<file path="config.mk">
export PLATFORM = sky130hd
export DESIGN_NAME = window_gen_3x3
export DESIGN_NICKNAME = d
export VERILOG_FILES = /design/src/rtl/window_gen_3x3.sv
export SDC_FILE = /design/constraint.sdc
export NUM_CORES = 1
export LEC_CHECK = 0
export CORE_ASPECT_RATIO = 0.8
export CORE_MARGIN = 1.5
export CORE_UTILIZATION = 50
export CTS_CLUSTER_DIAMETER = 50
export DETAILED_ROUTE_END_ITERATION = 12
export GPL_TIMING_DRIVEN = 0
export PLACE_DENSITY = 0.76
export SYNTH_ARGS = -nofsm -noshare
export SYNTH_HDL_FRONTEND = slang
export SYNTH_SLANG_ARGS = --single-unit
</file>
<file path="constraint.sdc">
create_clock -name clk -period 3.86 [get_ports clk]
set_input_delay 0.772 -clock clk [delete_from_list [all_inputs] [get_ports clk]]
set_output_delay 0.772 -clock clk [all_outputs]
set_load 0.005 [all_outputs]
</file>
<file path="src/rtl/window_gen_3x3.sv">
// ---------------------------------------------------------------------------
// window_gen_3x3
//   Turns a raster-order pixel stream into 3x3 windows for a downstream
//   convolution. Windows are emitted only where a full 3x3 neighbourhood
//   exists inside the frame. The block adds no padding and has no
//   backpressure.
//
// Ports
//   clk         rising-edge clock
//   rst         asynchronous active-low reset
//   in_valid    qualifies in_data for one pixel
//   in_data     signed pixel, raster order (row-major, col 0 first)
//   p00..p22    registered 3x3 window, p<row><col>, row 0 oldest, col 2 newest
//   out_valid   one-cycle pulse per emitted window (latency 1 from the pixel)
//   frame_done  pulses with the window of the last pixel of a frame
// ---------------------------------------------------------------------------
module window_gen_3x3 #(
    parameter int unsigned DATA_W = 8,
    parameter int unsigned IMG_W  = 28,
    parameter int unsigned IMG_H  = 28
) (
    input  logic                     clk,
    input  logic                     rst,
    input  logic                     in_valid,
    input  logic signed [DATA_W-1:0] in_data,
    output logic signed [DATA_W-1:0] p00,
    output logic signed [DATA_W-1:0] p01,
    output logic signed [DATA_W-1:0] p02,
    output logic signed [DATA_W-1:0] p10,
    output logic signed [DATA_W-1:0] p11,
    output logic signed [DATA_W-1:0] p12,
    output logic signed [DATA_W-1:0] p20,
    output logic signed [DATA_W-1:0] p21,
    output logic signed [DATA_W-1:0] p22,
    output logic                     out_valid,
    output logic                     frame_done
);

    localparam int unsigned COL_W = $clog2(IMG_W);
    localparam int unsigned ROW_W = $clog2(IMG_H);
    localparam logic [COL_W-1:0] COL_LAST = COL_W'(IMG_W - 1);
    localparam logic [ROW_W-1:0] ROW_LAST = ROW_W'(IMG_H - 1);

    typedef enum logic [0:0] {StFill, StRun} state_e;

    state_e state_q, state_d;

    logic [COL_W-1:0] col_q, col_d;
    logic [ROW_W-1:0] row_q, row_d;

    // lb_prev holds row r-1, lb_prev2 holds row r-2, both indexed by column.
    logic signed [DATA_W-1:0] lb_prev  [IMG_W];
    logic signed [DATA_W-1:0] lb_prev2 [IMG_W];

    logic signed [DATA_W-1:0] win_q [3][3];
    logic signed [DATA_W-1:0] top_px, mid_px;

    logic last_px;
    logic out_valid_d, frame_done_d;

    assign last_px = (col_q == COL_LAST) && (row_q == ROW_LAST);

    // Line-buffer reads are gated so stale rows from an earlier frame (or
    // from before a reset) never enter the window, even transiently.
    assign top_px = (state_q == StRun) ? lb_prev2[col_q] : '0;
    assign mid_px = (row_q != '0)      ? lb_prev[col_q]  : '0;

    // ---------------- FSM: state register ----------------
    always_ff @(posedge clk or negedge rst) begin
        if (!rst) begin
            state_q <= StFill;
        end else begin
            state_q <= state_d;
        end
    end

    // ---------------- FSM: next state ----------------
    always_comb begin
        state_d = state_q;
        unique case (state_q)
            StFill: if (in_valid && row_q == ROW_W'(1) && col_q == COL_LAST) state_d = StRun;
            StRun:  if (in_valid && last_px) state_d = StFill;
            default: state_d = StFill;
        endcase
    end

    // ---------------- FSM: outputs ----------------
    always_comb begin
        out_valid_d  = in_valid && (state_q == StRun) && (col_q >= COL_W'(2));
        frame_done_d = out_valid_d && last_px;
    end

    // ---------------- Position counters ----------------
    always_comb begin
        col_d = col_q;
        row_d = row_q;
        if (in_valid) begin
            if (col_q == COL_LAST) begin
                col_d = '0;
                row_d = (row_q == ROW_LAST) ? '0 : row_q + ROW_W'(1);
            end else begin
                col_d = col_q + COL_W'(1);
            end
        end
    end

    always_ff @(posedge clk or negedge rst) begin
        if (!rst) begin
            col_q      <= '0;
            row_q      <= '0;
            out_valid  <= 1'b0;
            frame_done <= 1'b0;
            for (int r = 0; r < 3; r++) begin
                for (int c = 0; c < 3; c++) begin
                    win_q[r][c] <= '0;
                end
            end
        end else begin
            col_q      <= col_d;
            row_q      <= row_d;
            out_valid  <= out_valid_d;
            frame_done <= frame_done_d;
            if (in_valid) begin
                for (int r = 0; r < 3; r++) begin
                    win_q[r][0] <= win_q[r][1];
                    win_q[r][1] <= win_q[r][2];
                end
                win_q[0][2] <= top_px;
                win_q[1][2] <= mid_px;
                win_q[2][2] <= in_data;
            end
        end
    end

    // Line buffers need no reset; read gating covers stale contents.
    always_ff @(posedge clk) begin
        if (in_valid) begin
            lb_prev2[col_q] <= lb_prev[col_q];
            lb_prev[col_q]  <= in_data;
        end
    end

    assign p00 = win_q[0][0];
    assign p01 = win_q[0][1];
    assign p02 = win_q[0][2];
    assign p10 = win_q[1][0];
    assign p11 = win_q[1][1];
    assign p12 = win_q[1][2];
    assign p20 = win_q[2][0];
    assign p21 = win_q[2][1];
    assign p22 = win_q[2][2];

endmodule

</file>
Word level (Yosys, flattened, before mapping) --
Memory sizes are Yosys's and may differ from the RTL's. Cells that the tools add are included.
Storage, ports and cells: register bits after elaboration 85, latch bits 0, bits in writable memories 448, memory bits (read-only) 0, bits of input ports 11, output and inout bits 74, logic and storage cells 41, memories kept 2
Cells by class: $add $sub $neg 2, multiply operators 0, divide/modulo/power cells 0, order comparisons 1, equal/unequal tests 3, shift operators 0, multiplexer cells 9, bitwise gates (word level) 1, reduce and logical (&&, ||, !) cells 9
Memory list:
- lb_prev | words 28, bits a word 8, read ports 1, clocked after memory_dff 0, wr ports 1, line 52 | logic signed [DATA_W-1:0] lb_prev [IMG_W];
- lb_prev2 | words 28, bits a word 8, read ports 1, clocked after memory_dff 0, wr ports 1, line 53 | logic signed [DATA_W-1:0] lb_prev2 [IMG_W];
Operator list (count):
- $mux 8 | 2
- $add 5x1->5 const B | 2
- $eq 5x5->1 const B | 2
- $mux 5 | 2
- $logic_and 1x1->1 | 7
- $eq 5x1->1 const B | 1
- $ge 5x2->1 const B | 1
- $reduce_bool 5->1 | 1
- $mux 1 | 4
- $pmux 1 s2 | 1
- $reduce_and 2->1 | 1
- $not 1->1 | 1

Depth between registers and ports, before layout --
word-level depth 5, gate-level depth with buffers 8, depth with buffers taken out 5

Worst setup path after synthesis --
OpenSTA, ideal clock, no wires.
path type register to register, from register col_q[1], to memory lb_prev2[0][0] (data pin), setup time 423 ps, data arrival time 2460 ps, required time 3437 ps, setup slack 977 ps, stages on the path, launching flop included 7, path buffers 3, clock period less this slack 2883 ps, cells stage by stage dfrtp_1 -> buf_4 -> buf_4 -> buf_4 -> mux2i_1 -> o221a_2 -> o21ai_0
On the way: longest elaborated chain between the ends 1
RTL lines:
- start, declared | line 48 | logic [COL_W-1:0] col_q, col_d;
- start signal, assigned | line 119 | col_q <= col_d;
- $mem_v2 28x8
- end, declared | line 53
Every way passes these cells.

Worst setup path in the final report --
from register col_q[0], to memory lb_prev2[20][0] (data pin)
The elaborated chain is that of the path after synthesis.

==> impl_metrics.ini <==
[status]
status = complete, but fails checks
violations = capacitance limit

[clock_network]
clock_path_buffers = 3
cts_hold_buf = 0
cts_tree = yes
htree_levels = 2
cts_root_buf = clkbuf_16
clk-insertion-delay-late_ps = 560
cts.sinks = 533
cts_resized = 0
clk_pin_slew_ps = 70
cts_setup_buffers = 0
cts_made_buffers = 48

[global_route]
gr-usage-met3_pct = 5.56
overflow = 0
grt_util_met2_pct = 37.4
grt_pass1_vias = 11400
grtUsageMet1_pct = 36.0
grt_first_pass_wirelength_mm = 75.5
grt_antenna_before_repair = 0
grt_max_degree = 69
grt_use_total_pct = 24.5
top_usage_layer = met2

[detailed_routing]
drt_wl_total_mm = 52.0
drtAntennaViolNets = 0
detail_route.vias_per_cell = 6.19
dr_total_vias = 11400
drc = 0
drt_iter0_markers = 1578
firstDrtPassIters = 5
wl_per_cell_um = 28.2

[placed_design]
dp_hpwl_mm = 34.6
place_area_um2 = 22800
placedCellCount = 1757
place_congestion = 0.893
io_buffer_count = 84

[worst_setup_path]
cp.arrival_ps = 3970
path_cells = buf_6 -> buf_6 -> buf_6 -> o221ai_1 -> a2111oi_0 -> o21ai_2 -> buf_6
cp_slowest_cell = a2111oi_0
crit_fanout = 15
required_ps = 4160
path_class = reg2reg
critical_path.max_stage_delay_ps = 1210
cp-start-kind = flip-flop
critPathCaptureType = flip-flop
crit_path_frequent_cell = buf_6

[timing]
min_period_ps = 3680
post-route-period-util_pct = 95.2
rsz0062_at_grt = no
worst_pin_slew_ps = 1440
slew-limit-headroom_pct = 1.45
hold_viol = 0
clock_skew_ps = 16.0
finalMaxSlewViolations = 0
setup_violations = 0
finalSetupTns_ps = 0
clock.fmax_mhz = 272

[finish]
final_cells = 1844
syn2layout_area_growth_pct = 17.0
diodes = 0
final_nets = 1281
final_cell_area_um2 = 24300
fill_cells = 2911
final_util_pct = 59.6
drive_above_1_share_pct = 23.2

[synth]
synthesis.nets = 1119
synth_ff_type = edfxtp_1
synth_most_common_cell = edfxtp_1
synth_edf_count = 448
syn-instance-count = 1101
synth.yosys.seq_area_share_pct = 74.9
synth_commonest_cells = edfxtp_1, mux2i_1, dfrtp_1
synth_top_area_share_pct = 64.6
avgSynthCellArea_um2 = 18.9
synthArstFlopShare_pct = 15.9
yosys.area.top_type = edfxtp_1
ys_top_cells_by_area = edfxtp_1, dfrtp_1, mux4_2, mux2i_1, mux2_2
ys_types = 61
netlist_area_um2 = 20800
ys_seq_elements = 533
yosys_warnings = 0

[die]
rows = 66
dieArea_um2 = 42900
core-area_um2 = 40900
ios = 85
start_util_pct = 50.9
die_y_um = 185
dieWidth_um = 231

[pwr]
leakagePower_nw = 8.35
p_total_w = 0.0186
p_per_area_nw_per_um2 = 762
peakVddDrop_uv = 488

[min_path]
hold_class = in2async

[job]
cap_violations = 1
-- worst max-delay path, delay by kind of cell, from the launching register on --
| family | cells | cell delay [ps] |
|---|---|---|
| AO/OA/AOI/OAI | 3 | 1860 |
| buffers and inverters | 4 | 1020 |
| flip-flops | 1 | 490 |
-- placed cells by master, fill, tap and decap left out, types with 6 or more instances in the layout --
cell type,count
clkdlybuf4s50_1,83
o22ai_1,27
buf_8,23
a22oi_1,10
nor3_1,7
nor2_2,20
clkinv_2,12
inv_1,6
mux4_2,50
nand3_1,9
ha_1,7
o21ai_0,23
edfxtp_1,448
dfrtp_1,85
buf_1,6
buf_6,11
clkinv_1,8
mux2i_1,103
clkbuf_16,49
nand2_1,46
a21oi_1,8
o221ai_1,10
buf_4,20
buf_2,10
and2_1,6
nor2_1,16
a22o_1,9
clkbuf_1,19
o21ai_2,6
mux2_2,71
nand2b_1,6
a32oi_1,6
-- sequential cells by signal (all words and copies together) (netlist names) --
register    count
row_q           5
lb_prev2      224
p01             8
col_q           5
frame_done      1
p00             8
p12             8
p20             8
p02             8
out_valid       1
p11             8
state_q         1
p21             8
lb_prev       224
p22             8
p10             8
-- layout make-up --
class	count	area, um^2	share of cell area [%]
repair buffers	112	1270	5.23
well taps	544	681	2.80
flip-flops and latches	533	15600	64.0
multi-input cells	508	4930	20.3
inverters	7	26.3	0.108
plain buffers	53	359	1.47
clock buffers	60	1280	5.25
clock inverters	27	219	0.899
-- path summary, 6_finish.rpt --
| kind | startpoint | endpoint | slack [ps] | cells past startpoint |
|---|---|---|---|---|
| setup reg to reg | col_q[0] | lb_prev2[20][0] | 180 | 7 |
| hold / removal | rst | p02[1] | 90 | 1 |
| min in group clk | p20[3] | p20[3] | 500 | 1 |
| setup / recovery | col_q[0] | lb_prev2[20][0] | 180 | 7 |
| hold reg to reg | p20[3] | p20[3] | 500 | 1 |
| max in group asynchronous | rst | row_q[0] | 3120 | 2 |
-- power breakdown --
part / leakage [nW] / switching (W) / internal [W] / total, W
Sequential: 5.12 / 0.000237 / 0.00773 / 0.00797
Clock: 0.732 / 0.00205 / 0.00255 / 0.00460
Combinational: 2.50 / 0.00377 / 0.00222 / 0.00599
-- cells by family (layout without fill, tap and decap cells) --
logic type | count (synthesis) | after routing | share of synthesized area (%)
DFF | 533 | 533 | 74.9
muxes | 229 | 229 | 14.8
and+or+nand+nor | 142 | 142 | 3.58
AOI/OAI and AO/OA | 125 | 125 | 4.24
buffers and inverters | 60 | 259 | 1.85
adders and majority gates | 7 | 7 | 0.421
xor gates and xnor gates | 5 | 5 | 0.210
-- metal layers --
layer	vias up	share of wire, %
li1	4763	-
met1	5897	41
met2	660	46
met3	98	11
met4	0	2.3
met5	-	0
-- stage by stage --
stage	hold slack [ps]	setup slack [ps]
6_report	87.2	183
5_1_grt	90.5	53.3
4_1_cts	85.0	135
3_5_place_dp	495	74.3
3_3_place_gp	491	-1450
2_1_floorplan	464	977
(Power assumes the default switching activity.)
